--- config.mk ---
export PLATFORM = sky130hd
export DESIGN_NAME = alu_exec_stage
export DESIGN_NICKNAME = d
export VERILOG_FILES = /design/src/rtl/alu_exec_stage.sv
export SDC_FILE = /design/constraint.sdc
export NUM_CORES = 1
export LEC_CHECK = 0
export ABC_AREA = 1
export CAP_MARGIN = 25
export CORE_MARGIN = 2
export CORE_UTILIZATION = 48
export DETAILED_ROUTE_END_ITERATION = 8
export DONT_BUFFER_PORTS = 1
export GPL_ROUTABILITY_DRIVEN = 0
export GPL_TIMING_DRIVEN = 0
export PLACE_DENSITY = 0.72
export SYNTH_ARGS = -nofsm -noshare
export SYNTH_HDL_FRONTEND = slang
export SYNTH_SLANG_ARGS = --single-unit
export TNS_END_PERCENT = 50
--- constraint.sdc ---
create_clock -name clock -period 3.5 [get_ports clock]
set_input_delay 0.7 -clock clock [delete_from_list [all_inputs] [get_ports clock]]
set_output_delay 0.7 -clock clock [all_outputs]
set_load 0.01 [all_outputs]
--- src/rtl/alu_exec_stage.sv ---
// Execute/writeback stage in front of reg_file: issues register reads, computes the
// ALU result with E/WB operand forwarding, and drives the reg_file write port.
module alu_exec_stage #(
  parameter int unsigned W  = 8,
  parameter int unsigned AW = 8
) (
  input  logic          clock,
  input  logic          reset_n,
  input  logic          in_valid,
  output logic          in_ready,
  input  logic [2:0]    in_op,
  input  logic [AW-1:0] in_rd,
  input  logic [AW-1:0] in_rs1,
  input  logic [AW-1:0] in_rs2,
  output logic [AW-1:0] r1_addr,
  output logic [AW-1:0] r2_addr,
  input  logic [W-1:0]  r1_out,
  input  logic [W-1:0]  r2_out,
  output logic [AW-1:0] write_addr,
  output logic [W-1:0]  write_data,
  output logic          write_ctrl,
  output logic          busy
);

  localparam int unsigned SHW = $clog2(W);
  localparam int unsigned CW  = $clog2(W);

  typedef enum logic [1:0] {IDLE, EXEC, MUL_RUN} state_t;
  typedef enum logic [1:0] {SEL_RF, SEL_E, SEL_WB} sel_t;
  typedef enum logic [2:0] {
    OP_ADD, OP_SUB, OP_AND, OP_OR, OP_XOR, OP_SHL, OP_SHR, OP_MUL
  } op_t;

  state_t        state, state_d;
  op_t           e_op, e_op_d;
  logic [AW-1:0] e_rd, e_rd_d;
  sel_t          sel1, sel1_d, sel2, sel2_d;
  logic [W-1:0]  fwd1, fwd1_d, fwd2, fwd2_d;
  logic          mul_load, mul_load_d;
  logic [CW-1:0] mul_cnt, mul_cnt_d;
  logic [W-1:0]  mul_a, mul_a_d, mul_b, mul_b_d, mul_acc, mul_acc_d;
  logic [AW-1:0] write_addr_d;
  logic [W-1:0]  write_data_d;
  logic          write_ctrl_d, busy_d, in_ready_d;

  logic [W-1:0]  op1_c, op2_c, mul_acc_nxt_c, exe_result_c;
  logic          mul_last_c, e_done_c, transfer_c, in_is_mul_c;

  assign r1_addr = in_rs1;
  assign r2_addr = in_rs2;

  // Forward select for one source: the E-stage result beats the pending WB write.
  function automatic sel_t pick_sel(input logic [AW-1:0] rs, input logic e_done,
                                    input logic [AW-1:0] erd, input logic wctrl,
                                    input logic [AW-1:0] waddr);
    if (e_done && rs == erd)      return SEL_E;
    else if (wctrl && rs == waddr) return SEL_WB;
    else                           return SEL_RF;
  endfunction

  assign op1_c         = (sel1 == SEL_RF) ? r1_out : fwd1;
  assign op2_c         = (sel2 == SEL_RF) ? r2_out : fwd2;
  assign mul_acc_nxt_c = mul_acc + (mul_b[0] ? mul_a : '0);
  assign mul_last_c    = (state == MUL_RUN) && !mul_load && (mul_cnt == CW'(W - 1));
  assign e_done_c      = (state == EXEC) || mul_last_c;
  assign transfer_c    = in_valid && in_ready;
  assign in_is_mul_c   = (op_t'(in_op) == OP_MUL);

  always_comb begin
    exe_result_c = '0;
    unique case (e_op)
      OP_ADD:  exe_result_c = op1_c + op2_c;
      OP_SUB:  exe_result_c = op1_c - op2_c;
      OP_AND:  exe_result_c = op1_c & op2_c;
      OP_OR:   exe_result_c = op1_c | op2_c;
      OP_XOR:  exe_result_c = op1_c ^ op2_c;
      OP_SHL:  exe_result_c = op1_c << op2_c[SHW-1:0];
      OP_SHR:  exe_result_c = op1_c >> op2_c[SHW-1:0];
      OP_MUL:  exe_result_c = mul_acc_nxt_c;
      default: exe_result_c = '0;
    endcase
  end

  // Next-state and registered-output logic.
  always_comb begin
    state_d      = state;
    e_op_d       = e_op;
    e_rd_d       = e_rd;
    sel1_d       = sel1;
    sel2_d       = sel2;
    fwd1_d       = fwd1;
    fwd2_d       = fwd2;
    mul_load_d   = mul_load;
    mul_cnt_d    = mul_cnt;
    mul_a_d      = mul_a;
    mul_b_d      = mul_b;
    mul_acc_d    = mul_acc;
    write_addr_d = write_addr;
    write_data_d = write_data;
    write_ctrl_d = e_done_c;
    busy_d       = busy;
    in_ready_d   = in_ready;

    if (e_done_c) begin
      write_addr_d = e_rd;
      write_data_d = exe_result_c;
    end

    // Shift-add multiplier: first cycle captures operands, then one bit per edge.
    if (state == MUL_RUN) begin
      if (mul_load) begin
        mul_a_d    = op1_c;
        mul_b_d    = op2_c;
        mul_acc_d  = '0;
        mul_cnt_d  = '0;
        mul_load_d = 1'b0;
      end else if (!mul_last_c) begin
        mul_acc_d = mul_acc_nxt_c;
        mul_a_d   = mul_a << 1;
        mul_b_d   = mul_b >> 1;
        mul_cnt_d = mul_cnt + CW'(1);
        if (mul_cnt == CW'(W - 2)) in_ready_d = 1'b1;
      end
    end

    if (transfer_c) begin
      e_op_d     = op_t'(in_op);
      e_rd_d     = in_rd;
      sel1_d     = pick_sel(in_rs1, e_done_c, e_rd, write_ctrl, write_addr);
      sel2_d     = pick_sel(in_rs2, e_done_c, e_rd, write_ctrl, write_addr);
      fwd1_d     = (sel1_d == SEL_E) ? exe_result_c : write_data;
      fwd2_d     = (sel2_d == SEL_E) ? exe_result_c : write_data;
      state_d    = in_is_mul_c ? MUL_RUN : EXEC;
      mul_load_d = in_is_mul_c;
      busy_d     = in_is_mul_c;
      in_ready_d = !in_is_mul_c;
    end else if (e_done_c) begin
      state_d = IDLE;
      busy_d  = 1'b0;
    end
  end

  always_ff @(posedge clock or negedge reset_n) begin
    if (!reset_n) begin
      state      <= IDLE;
      e_op       <= OP_ADD;
      e_rd       <= '0;
      sel1       <= SEL_RF;
      sel2       <= SEL_RF;
      fwd1       <= '0;
      fwd2       <= '0;
      mul_load   <= 1'b0;
      mul_cnt    <= '0;
      mul_a      <= '0;
      mul_b      <= '0;
      mul_acc    <= '0;
      write_addr <= '0;
      write_data <= '0;
      write_ctrl <= 1'b0;
      busy       <= 1'b0;
      in_ready   <= 1'b1;
    end else begin
      state      <= state_d;
      e_op       <= e_op_d;
      e_rd       <= e_rd_d;
      sel1       <= sel1_d;
      sel2       <= sel2_d;
      fwd1       <= fwd1_d;
      fwd2       <= fwd2_d;
      mul_load   <= mul_load_d;
      mul_cnt    <= mul_cnt_d;
      mul_a      <= mul_a_d;
      mul_b      <= mul_b_d;
      mul_acc    <= mul_acc_d;
      write_addr <= write_addr_d;
      write_data <= write_data_d;
      write_ctrl <= write_ctrl_d;
      busy       <= busy_d;
      in_ready   <= in_ready_d;
    end
  end

endmodule

==> results of run 1 <==
[cell families after synthesis]
group,after synthesis,synth area share
simple gates,440,0.3203
xor+xnor,26,0.03817
fa+ha+maj,34,0.07383
flops,79,0.3316
compound gates,120,0.1216
buf+inv,157,0.1145
[registers in the layout, indices dropped and copies added, names as in the netlist]
name	count
mul_a	8
write_ctrl	1
mul_b	8
busy	1
in_ready	1
mul_acc	8
sel2	2
state	1
mul_load	1
e_rd	8
fwd1	8
e_op	3
mul_cnt	3
fwd2	8
sel1	2
write_data	8
write_addr	8
[cell usage in the layout (no fill, tap or decap), types with 9 or more instances in the layout]
| master | instances |
|---|---|
| clkbuf_16 | 9 |
| o21ai_1 | 11 |
| a31oi_1 | 17 |
| xor2_1 | 18 |
| ha_1 | 32 |
| inv_1 | 115 |
| nand2_1 | 264 |
| nand3_1 | 71 |
| o22ai_1 | 12 |
| clkbuf_1 | 13 |
| nand4_1 | 16 |
| nor2_1 | 58 |
| o21ai_0 | 38 |
| dfrtp_1 | 78 |
| buf_4 | 20 |
| a21oi_1 | 18 |
[report_power, final]
group	switching, mW	total [mW]	internal, mW	leakage [nW]
sequential	0.388	1.70	1.31	0.975
combinational	2.78	4.26	1.48	2.21
clock	0.404	0.981	0.577	0.143
total	3.57	6.94	3.36	3.33
[routing by layer]
metal  part of all wire  vias up  global-route usage
li1                   -     2768                   -
met1               0.44     2545              0.3507
met2               0.46      207              0.4031
met3              0.071       48             0.05387
met4              0.031        0             0.08675
met5                  0        -                   0
[worst min-delay path by stage]
| stage | start | end | slack (ps) | cells past startpoint |
|---|---|---|---|---|
| finish | reset_n | write_data[6] | 40 | 0 |
| global route | reset_n | write_addr[5] | 30 | 0 |
| CTS | reset_n | write_data[6] | 40 | 0 |
| detailed placement | reset_n | write_addr[5] | 410 | 0 |
| global placement | reset_n | write_addr[5] | 410 | 0 |
| floorplan | reset_n | busy | 400 | 0 |
[through the flow]
stage / worst slack (ps) / hold WS [ps] / instance area [um2] / total power, mW / instances
after floorplan: 868.7 / 404.4 / 5966 / 4.839 / 856
after global placement: 376.4 / 406.1 / 6176 / 5.803 / 1024
after detailed placement: 351.3 / 406.2 / 6176 / 5.853 / 1024
after CTS: 332.8 / 39.11 / 6477 / 6.869 / 1040
after global routing: 73.61 / 32.43 / 6477 / 7.575 / 1040
final: 389.9 / 43.95 / 6477 / 6.937 / 1040
[cell usage after synthesis (all sizes together)]
library cell  instances  area, um2
xnor2                 8      70.07
nor4b                 1      8.760
clkbuf               11      41.29
dfstp                 1      26.28
o211ai                6      45.04
a21o                  2      15.01
or2                   6      37.54
o2111ai               1      8.760
o21bai                1      7.510
and2                  1      6.260
fa                    2      40.04
o21ai                59      347.8
a21oi                18      90.09
o21a                  2      15.01
nor2                 64      275.3
xor2                 18      157.7
ha                   32      400.4
nand4                18      133.9
buf                  28      198.9
o22ai                12      75.07
inv                 118      442.9
nor4                  4      25.02
a31oi                17      106.4
nand3                72      365.3
nor3                  1      5.000
nand3b                1      7.510
o31ai                 2      15.01
nand2               272       1046
dfrtp                78       1952
[worst reg2reg max path: stages, from the launching register on]
cell and delay [ps]:
dfrtp_1 440, inv_1 100, nand2_2 140, nand2_1 130, nand2_4 130, nor2_1 260, nor2_1 80, o21ai_0 170
o21ai_0 120, ha_1 380, a21oi_1 210, o211ai_1 180, xor2_1 180, nand2_1 80, nand4_1 210, nand2_1 110
o21ai_1 60
[what timing repair did]
| item | 4_1_cts | 5_1_grt |
|---|---|---|
| setup endpoints to repair | 0 | 3 |
| endpoints found under the hold margin | 0 | 0 |
| gates resized for setup | 0 | 1 |
[area by class of cell]
class / count / area share
tap: 168 / 0.03245
inverter: 118 / 0.06838
clock buffer: 12 / 0.03805
buffer: 39 / 0.03709
clock inverter: 4 / 0.008499
sequential: 79 / 0.3054
multi-input combinational: 620 / 0.5101
==> results by stage, run 1 <==
Timing:
- The clock period minus final worst setup slack is 3110 ps.
- The final-report setup violation count is 0.
- The sum of negative setup slack is 0 ps.
- Setup repair after global routing left no endpoint under its margin.
- Derived from the worst setup path, the maximum achievable clock frequency is 321.5 MHz.
- The worst-case headroom to the max-slew limit is 0.5899.
- On the final layout, the worst clock skew is between 10 and 15 ps.
- Dividing the final minimum period by the clock period gives 0.8886.
- The total count of max-transition violations in the final report is 0.
- The final count of hold timing violations is 0.
- For the pin with the worst max-slew slack, the measured transition is 615.2 ps.

Clock network:
- The quantity of hold-fixing buffers added after cts is 0.
- The clock tree root driver cell is clkbuf_16.
- The maximum clock insertion buffer count is 2.
- For this design, the sink count on the clock tree is 79.
- The clock tree synthesis step divided the H-tree into 3 levels.
- Counting the buffers created by CTS gives 9.
- Clock-pin slew was measured on the worst setup and hold paths at 70 ps.
- The later pin in the worst-skew pair is clocked with a latency of 350 ps.
- The number of buffers added for setup after CTS is 0.
- TritonCTS built the clock tree.

Setup path:
- STA puts the critical path data arrival time at 3320 ps.
- The required arrival time at the worst endpoint is approximately 3700 ps.
- In this design, the stage delay of the slowest critical-path cell is 440 ps.
- The end of the worst register-to-register path is write_data[5].
- The capturing instance or port of the critical path is write_data[5].
- In this run the critical register-to-register path is launched from sel2[0].
- STA classifies the critical path endpoint as a flip-flop.
- The kind of cell adding the most delay to the critical path is simple AND/OR/NAND/NOR gates.
- Counting stages on the worst path, the most repeated cell is nand2_1.
- For this design, the slowest cell found on the critical path is dfrtp_1.
- STA classifies the critical path startpoint as a flip-flop.
- Setup slack on the worst reg-to-reg path comes out at between 300 and 400 ps.
- The cell count of the worst reg-to-reg path is 16.
- The signal on the critical path passes through inv_1 -> nand2_2 -> nand2_1 -> nand2_4 -> nor2_1 -> nor2_1 -> o21ai_0 -> o21ai_0 -> ha_1 -> a21oi_1 -> o211ai_1 -> xor2_1 -> nand2_1 -> nand4_1 -> nand2_1 -> o21ai_1.
- The maximum net fanout on the critical path is 11.
- In this run the number of cells on the critical path is 16.
- The start point of the critical path is sel2[0].
- Counting both buffers and inverters, the worst setup path holds a total of 1.
- The kind of critical path is reg -> reg.

Die:
- The initialized floorplan defines 40 standard-cell rows.
- The initial utilization of the core area, before any placement, comes to 0.4946.
- The die span in y is roughly 120 um.
- The die is around 120 um wide.
- The placeable core region is 12,060 um2.
- The area of the die is 13,340 um2.
- The total I/O pin count is 81.

Placed design:
- The half-perimeter wire length of the detailed placement result is about 12,000 um.
- The count of input and output buffers is 0.

Drt:
- The first routing iteration left 512 violations.
- The DRC violations left is 0.
- The number of routed nets with antenna violations is 0.
- The via-per-instance ratio is 5.354.
- The first detailed-routing pass ran for 5 iterations.
- The via count is roughly 5,600.
- The routed length per instance is 15.50 um.
- The total detailed-routing wirelength is 16,120 um.

Finish:
- Registers take 1978 um2.
- The layout-stage area growth over the synthesis result is 8.578%.
- The filler cells instantiated in the layout total 1,198.
- The share of the core filled with cells is 0.5370.
- In the final design database the tool counted 947 nets.
- The share of post-route cells with drive strength above 1 is 0.08601.
- The number of antenna repair diodes is 0.
- The area of the multi-input gates is 3304 um2.

Power and ir drop:
- The power density of the placed cells is 1071 nW/um2.
- The worst-case IR drop observed on VDD is 639.6 uV.
- The total leakage power is around 3.3 nW.

Synthesis:
- Synthesis inferred 79 register bits.
- Synthesis produced a netlist with a net count of 936.
- The mean area per synthesized cell is 6.969 um2.
- The post-synthesis sequential area ratio is 0.3316.
- The combined area of all synthesized cells is 5966 um2.
- The unique cell type count in the Yosys netlist is 44.
- After technology mapping, the gate count stands at 856.
- The total number of yosys warnings is 0.

Global route:
- In the global route stage, overall resource usage came out at 0.2554.
- The number of antenna violations at the first check in global routing was 0.
- The first global-routing pass estimated around 27,000 um of wire.
- The overflow left after global routing is 0.
- The number of global-route vias before repair is 5,341.
- Entering global routing, the biggest net connects 80 pins.

Run status:
- The run finished with clean final reports.

Flow run:
- The max-cap check violation count is 0.

Min path:
- The type of the most critical hold path is in -> async.
Power figures use the tool's default switching activity.
==> run 2: changes to the inputs <==
--- a/config.mk
+++ b/config.mk
@@ -13,7 +13,8 @@
 export DONT_BUFFER_PORTS = 1
 export GPL_ROUTABILITY_DRIVEN = 0
 export GPL_TIMING_DRIVEN = 0
-export PLACE_DENSITY = 0.72
+export PLACE_DENSITY = 0.74
+export SKIP_LAST_GASP = 1
 export SYNTH_ARGS = -nofsm -noshare
 export SYNTH_HDL_FRONTEND = slang
 export SYNTH_SLANG_ARGS = --single-unit
==> constraint.sdc (replaced) <==
create_clock -name clock -period 2.75 [get_ports clock]
set_input_delay 0.55 -clock clock [delete_from_list [all_inputs] [get_ports clock]]
set_output_delay 0.55 -clock clock [all_outputs]
set_load 0.01 [all_outputs]
==> run 2 against run 1 <==
  * The run now ends with negative setup slack left
  * Non-clock buffer count up 18
  * Cell count grew 1.7%
  * Total power rose by 35%
  * Core utilization rose by 2.0 points
  * Sequential power increased by 28%
  * Critical path depth increased by 3
  * Critical endpoint is now fwd2[5]
==> results by stage, run 2 (synthesis results as in run 1) <==
Run status:
- The run finished, with violations left.
- The checks that failed: negative setup slack.

Global route:
- The number of global-route vias before repair is 5,431 (+1.7%).
- The first-pass GRT wire length came to 27,110 um (+1.4%).
- The overflow left after global routing is 0 (unchanged).
- The pin count of the biggest net entering global routing was 79 (-1.3%).
- The number of antenna violations at the first check in global routing came to 0 (unchanged).
- The overall global routing resource usage is 0.2645 (+0.009040).

Setup path:
- In this run the worst setup path begins at sel2[1].
- The kind of cell adding the most delay to the critical path is simple AND/OR/NAND/NOR gates.
- The worst flop-to-flop path startpoint is sel2[1].
- Walking the worst path, the cells encountered are nor2_4 -> buf_6 -> nand2_1 -> o21ai_4 -> nand3_2 -> inv_2 -> nand2_2 -> nand2_2 -> xor2_1 -> ha_1 -> nand2_2 -> inv_1 -> nand4_1 -> o211ai_1 -> xor2_1 -> nand2_1 -> nand4_1 -> nand2_1 -> nand3_1.
- The required arrival time at the worst endpoint is 2980 ps (-730 ps).
- STA classifies the critical path startpoint as a flip-flop.
- The cell depth of the worst setup path is 19 (+3).
- The data arrival at the endpoint of the critical path is 3190 ps (-130 ps).
- The worst setup path is captured at a flip-flop.
- The register-to-register setup slack came to -200 ps (-590 ps).
- The end of the worst register-to-register path is fwd2[5].
- The slowest stage of the critical path is the dfrtp_2 cell.
- The kind of critical path is reg -> reg.
- The delay of the slowest critical-path stage is 450 ps (about the same).
- The number of buffers and inverters on the critical path is 3 (+2).
- The most critical setup path has its endpoint at fwd2[5].
- The cell count of the worst reg-to-reg path was 19 (+3).
- The maximum net fanout on the critical path is 3 (-8).

Drt:
- The number of iterations in the first detailed-routing pass is 5 (unchanged).
- The via count is 5,661 (+1.7%).
- The violation count after the first detailed-route iteration came to 512 (unchanged).
- The top metal layer carrying routed signals is met4.
- The routed length per instance is 15.63 um (+0.85%).
- The total routed wire length on the met1 layer came to 7009 um (-1.7%).
- The detailed-routed wire length on met3 is 1351 um (+17%).
- The number of routed nets with antenna violations is 0 (unchanged).
- The DRC violations left is 0 (unchanged).
- The via-per-instance ratio is 5.351 (about the same).
- The total length of routed met2 wires is 7627 um (+3.9%).
- The total detailed-routing wirelength is 16,540 um (+2.6%).

Die:
- The die span in y is 115.5 um (unchanged).
- The area of the die is 13,340 um2 (unchanged).
- The initial cell density of the core is 0.4946 (unchanged).
- The total I/O pin count is 81 (unchanged).
- The die outline width is 115.5 um (unchanged).
- The number of standard-cell rows in the floorplan was 40 (unchanged).
- The placeable core region is 12,060 um2 (unchanged).

Power and ir drop:
- The worst vdd rail ir drop is 957.2 uV (+50%).
- The power density of the placed cells is 1389 nW/um2 (+30%).
- The total leakage power was 3.441 nW (+3.4%).
- The total power after layout is 9.336 mW (+35%).

Clock network:
- The clock tree from TritonCTS is done.
- The clock insertion delay at the later pin of the skew report came to 360 ps (about the same).
- The total clock buffers created by CTS is 9 (unchanged).
- The maximum clock insertion buffer count came to 2 (unchanged).
- The clock sink count is 79 (unchanged).
- The number of levels in the clock H-tree was 3 (unchanged).
- The clock transition at the register clock pins on the worst setup and hold paths after CTS is 60 ps (about the same).
- In this run the clock root is driven by a clkbuf_16.

Finish:
- The number of antenna repair diodes came to 0 (unchanged).
- The final net count is 965 (+1.9%).
- The share of post-route cells with drive strength above 1 is 0.1270 (+0.04096).
- The share of the core filled with cells is 0.5572 (+0.02013).
- In the layout the commonest cells are 258 x nand2_1, 112 x inv_1, 76 x dfrtp_1.
- From synthesis to final layout, the design area changed by 12.65%.
- The library cell used most frequently in the layout, excluding fill and tap cells, is nand2_1.

Flow run:
- The max-cap check violation count came to 0 (unchanged).

Timing:
- The total count of max-transition violations in the final report is 0 (unchanged).
- The final count of hold timing violations came to 0 (unchanged).
- The worst-case headroom to the max-slew limit is 0.5860 (-0.003867).
- The slew of the pin with the lowest slew margin was 621.0 ps (+5.801 ps).
- The maximum frequency from static timing analysis came to 338.6 MHz (+5.3%).
- The clock period minus final worst setup slack is 2953 ps (-156.7 ps).
- The final-report setup violation count was 9 (+9).
- The largest clock skew in the final design is 9.238 ps (-1.531 ps).
- The period utilization is 1.074 (+0.1854).
- The post-route worst setup slack was -203.4 ps (-593.3 ps).
- Setup repair after global routing could not meet its margin everywhere.

Min path:
- In this run the worst hold path is classified as in -> async.

Placed design:
- The half-perimeter wire length of the detailed placement result was 12,170 um (-0.79%).
- The count of input and output buffers is 0 (unchanged).
==> run 2: worst min path at each step <==
stage / from / end / slack, ps
6_report: reset_n / in_ready / 30
2_1_floorplan: reset_n / busy / 250
3_5_place_dp: reset_n / write_addr[5] / 260
4_1_cts: reset_n / in_ready / 20
3_3_place_gp: reset_n / e_rd[5] / 260
5_1_grt: reset_n / in_ready / 20
==> run 2: repair_timing <==
action,4_1_cts,5_1_grt
hold buffers,1,0
setup buffers,10,6
setup endpoints to repair,12,13
pin swaps,8,14
cloned,0,1
hold endpoints to repair,78,0
resized for setup,15,15
==> run 2: area by class of cell <==
cell class                 count  area, um2
clock buffer                  12      246.5
tap                          168      210.2
inverter                     118      442.9
sequential                    79       1981
multi-input combinational    620       3390
timing repair buffer          18      176.4
fill                        1164       5341
clock inverter                 4      30.03
buffer                        39      244.0
==> run 2: stage by stage <==
step | TNS, ps | worst slack, ps | instances | area [um2] | hold slack (ps)
finish | -1208 | -203.4 | 1058 | 6720 | 34.76
global route | -2793 | -328.2 | 1058 | 6720 | 18.42
CTS | -25.72 | -10.69 | 1051 | 6598 | 24.96
detailed placement | -2756 | -398.6 | 1024 | 6176 | 256.5
global placement | -2516 | -362.1 | 1024 | 6176 | 256.2
floorplan | 0 | 118.7 | 856 | 5966 | 254.4
==> run 2: metal layers <==
metal  global-route usage  up-vias
li1                     -     2803
met1               0.3521     2571
met2               0.4207      237
met4              0.09558        0
met3              0.06485       50
met5                    0        -
==> run 2: worst reg2reg max path, stage by stage, from the launching register on <==
cell	delay, ps
dfrtp_2	450
nor2_4	210
buf_6	130
nand2_1	80
o21ai_4	100
nand3_2	110
inv_2	80
nand2_2	70
nand2_2	80
xor2_1	180
ha_1	300
nand2_2	90
inv_1	40
nand4_1	60
o211ai_1	150
xor2_1	210
nand2_1	90
nand4_1	210
nand2_1	130
nand3_1	70
==> run 2: power breakdown <==
| part | leakage [nW] | internal [mW] | switching (mW) | total (mW) |
|---|---|---|---|---|
| Sequential | 0.972 | 1.67 | 0.502 | 2.17 |
| Clock | 0.133 | 0.640 | 0.509 | 1.15 |
| Combinational | 2.34 | 2.24 | 3.77 | 6.02 |
| Total | 3.44 | 4.55 | 4.79 | 9.34 |
==> run 3: changes to the inputs <==
--- a/config.mk
+++ b/config.mk
@@ -12,7 +12,6 @@
 export DETAILED_ROUTE_END_ITERATION = 8
 export DONT_BUFFER_PORTS = 1
 export GPL_ROUTABILITY_DRIVEN = 0
-export GPL_TIMING_DRIVEN = 0
 export PLACE_DENSITY = 0.74
 export SKIP_LAST_GASP = 1
 export SYNTH_ARGS = -nofsm -noshare
==> run 3 against run 2 <==
  * Critical path depth grew 2
  * Global-route usage decreased by 1.0 points
  * Worst setup slack improved by 260 ps
  * Largest cell class unchanged
  * Combinational power is 3.3% lower
  * Core utilization fell by 1.4 points
  * Die area is the same
  * Clock-buffer cell count fell by 2
  * The run now ends clean
  * First-iteration DRC count shrank 18%
  * Sequential cell count unchanged
==> results by stage, run 3 (synthesis results as in run 1) <==
Run status:
- The run finished with clean final reports.

Finish:
- The finished layout cell area was 6554 um2 (-2.5%).
- The register area is 1979 um2 (about the same).
- The total of fill cells in the finished design is 1,157 (-0.60%).
- The share of the core filled with cells came to 0.5434 (-0.01380).
- The most common library cell in the layout ignoring fill and taps is nand2_1.
- In the layout the commonest cells are 260 x nand2_1, 112 x inv_1, 77 x dfrtp_1.
- The final net count is 939 (-2.7%).
- The filler-free cell count of the finished design is 1,032 (-2.5%).
- The number of antenna repair diodes is 0 (unchanged).
- The area of the multi-input gates is 3351 um2 (-1.1%).
- The share of post-route cells with drive strength above 1 was 0.1157 (-0.01123).
- The layout-stage area growth over the synthesis result is 9.857%.

Power and ir drop:
- The power density of the placed cells is 1413 nW/um2 (+1.7%).
- The total power after layout is 9.259 mW (-0.83%).
- The share of power burned in the clock network is 0.133 (+0.010).
- The total leakage power is 3.351 nW (-2.6%).
- The portion of total power attributed to combinational logic is 0.628 (-0.017).
- The worst vdd rail ir drop is 886.7 uV (-7.4%).
- The internal portion of total power was 4.579 mW (+0.63%).
- The switching component of the power is 4.680 mW (-2.2%).
- The power share of the sequential group is 0.239 (+0.007).
- The switching portion of total power is 0.5054 (-0.007139).

Drt:
- The total detailed-routing wirelength was 15,780 um (-4.6%).
- The DRC violations left is 0 (unchanged).
- The via count is 5,577 (-1.5%).
- The number of iterations in the first detailed-routing pass is 5 (unchanged).
- The violation count after the first detailed-route iteration is 418 (-18%).
- The number of routed nets with antenna violations is 0 (unchanged).
- The routed length per instance is 15.29 um (-2.2%).
- The via-per-instance ratio came to 5.404 (+1.0%).

Die:
- The die outline width is 115.5 um (unchanged).
- The initial cell density of the core was 0.4946 (unchanged).
- The area of the die was 13,340 um2 (unchanged).
- The total I/O pin count is 81 (unchanged).
- The die span in y is 115.5 um (unchanged).
- The number of standard-cell rows in the floorplan is 40 (unchanged).
- The placeable core region is 12,060 um2 (unchanged).

Setup path:
- The register-to-register setup slack is 60 ps (+260 ps).
- The signal on the critical path passes through nor2_4 -> buf_6 -> o21ai_2 -> nand3_2 -> inv_2 -> nand2_2 -> nand2_2 -> xor2_1 -> ha_1 -> nand2_2 -> inv_2 -> nand4_1 -> o211ai_1 -> a21oi_1 -> inv_1 -> nand2_1 -> nand2_1 -> nand2_1 -> nand2_2 -> nand2_1 -> nand2_1.
- The kind of cell with the highest combined delay along the critical path is simple AND/OR/NAND/NOR gates.
- The data arrival at the endpoint of the critical path is 2920 ps (-270 ps).
- The delay of the slowest critical-path stage is 440 ps (about the same).
- The cell depth of the worst setup path is 21 (+2).
- The start point of the critical path is sel2[0].
- The kind of critical path is reg -> reg.
- In this run the worst setup path terminates at write_data[7].
- The worst flop-to-flop path startpoint is sel2[0].
- The most numerous cell type found on the critical path is nand2_1.
- The maximum net fanout on the critical path was 7 (+4).
- The end of the worst register-to-register path is write_data[7].
- The type of element capturing the critical path is a flip-flop.
- The slowest stage of the critical path is the dfrtp_2 cell.
- The cell count of the worst reg-to-reg path came to 21 (+2).
- The kind of start point of the critical path is a flip-flop.
- The required arrival time at the worst endpoint is 2980 ps (about the same).
- The number of buffers and inverters on the critical path was 4 (+1).

Placed design:
- The count of input and output buffers is 0 (unchanged).
- The post-place instance area is 6142 um2 (-0.55%).
- The number of placed instances with taps included is 1,012 (-1.2%).
- The placement-stage worst setup slack is 68.28 ps (+466.9 ps).
- The half-perimeter wire length of the detailed placement result came to 11,870 um (-2.4%).

Timing:
- The largest clock skew in the final design came to 8.748 ps (-0.4905 ps).
- The slew of the pin with the lowest slew margin is 667.7 ps (+46.75 ps).
- The sum of negative setup slack was 0 ps (+1208 ps).
- The final-report setup violation count was 0 (-9).
- The final-layout worst hold slack is 49.62 ps (+14.86 ps).
- Setup repair after global routing could not meet its margin everywhere.
- The clock period minus final worst setup slack is 2690 ps (-263.7 ps).
- The total count of max-transition violations in the final report was 0 (unchanged).
- The post-route worst setup slack came to 60.24 ps (+263.7 ps).
- The final count of hold timing violations is 0 (unchanged).
- The period utilization is 0.9781 (-0.09588).
- The worst-case headroom to the max-slew limit was 0.5544 (-0.03165).
- The maximum frequency from static timing analysis is 371.8 MHz (+9.8%).

Global route:
- The overflow left after global routing is 0 (unchanged).
- The first-pass GRT wire length is 26,590 um (-1.9%).
- The number of antenna violations at the first check in global routing is 0 (unchanged).
- The overall global routing resource usage is 0.2540 (-0.01045).
- The number of global-route vias before repair is 5,362 (-1.3%).
- The pin count of the biggest net entering global routing came to 79 (unchanged).

Clock network:
- The number of levels in the clock H-tree is 3 (unchanged).
- The total clock buffers created by CTS is 9 (unchanged).
- The clock transition at the register clock pins on the worst setup and hold paths after CTS was 60 ps (about the same).
- TritonCTS built the clock tree.
- The clock insertion delay at the later pin of the skew report is 340 ps (-20 ps).
- The clock sink count is 79 (unchanged).
- In this run the clock root is driven by a clkbuf_16.
- The maximum clock insertion buffer count is 2 (unchanged).

Flow run:
- The max-cap check violation count is 0 (unchanged).

Min path:
- The worst hold path belongs to the class in -> async.
==> run 3: cell types whose count changed in the layout (fill, tap and decap cells not counted), moves of 2 or more <==
cell	previous run	this run
buf_1	3	0
buf_2	3	0
buf_4	35	27
clkbuf_1	13	0
ha_1	32	30
ha_2	0	2
nand2_1	258	260
nand2_4	4	2
o21ai_4	4	2
==> run 3: worst min-delay path by stage <==
stage               cells past startpoint            end
floorplan                               0           busy
global placement                        0        e_rd[5]
detailed placement                      0  write_addr[5]
CTS                                     0       in_ready
global route                            0       in_ready
finish                                  0       in_ready
==> run 3: cell type report <==
cell class              instances  share of cell area
repair buffers                 31             0.04028
flip-flops and latches         79              0.3020
clock inverters                 6             0.01031
inverters                     118             0.06758
clock buffers                  10             0.03646
well taps                     168             0.03207
multi-input cells             620              0.5113
==> run 3: worst reg2reg max path, cell delays in order (launching register included) <==
cell      delay (ps)
dfrtp_2          440
nor2_4           230
buf_6            140
o21ai_2           60
nand3_2          100
inv_2             50
nand2_2           90
nand2_2           60
xor2_1           140
ha_1             340
nand2_2          110
inv_2             30
nand4_1           60
o211ai_1         120
a21oi_1          210
inv_1             60
nand2_1           60
nand2_1           40
nand2_1           60
nand2_2           70
nand2_1           60
nand2_1           50
==> run 3: power by group through the flow <==
stage	Clock [mW]	Combinational, mW	Sequential (mW)
after floorplan	0	4.11	2.05
after global placement	0	5.36	2.22
after detailed placement	0	5.42	2.23
after CTS	1.24	5.48	2.21
after global routing	1.30	6.51	2.29
final	1.23	5.82	2.21
==> run 3: timing repair <==
action,in CTS,in global routing
endpoints found under the setup margin,0,15
endpoints found under the hold margin,78,0
buffers inserted,0,3
resized for setup,0,22
hold buffers,1,0
==> run 3: per-layer routing <==
layer	vias up	wire, um	track usage	share of wire
met2	215	7269	0.3981	0.46
met3	54	1250	0.06276	0.079
met4	0	557	0.1004	0.035
met1	2551	6700	0.3397	0.42
met5	-	0	0	0
li1	2757	-	-	-
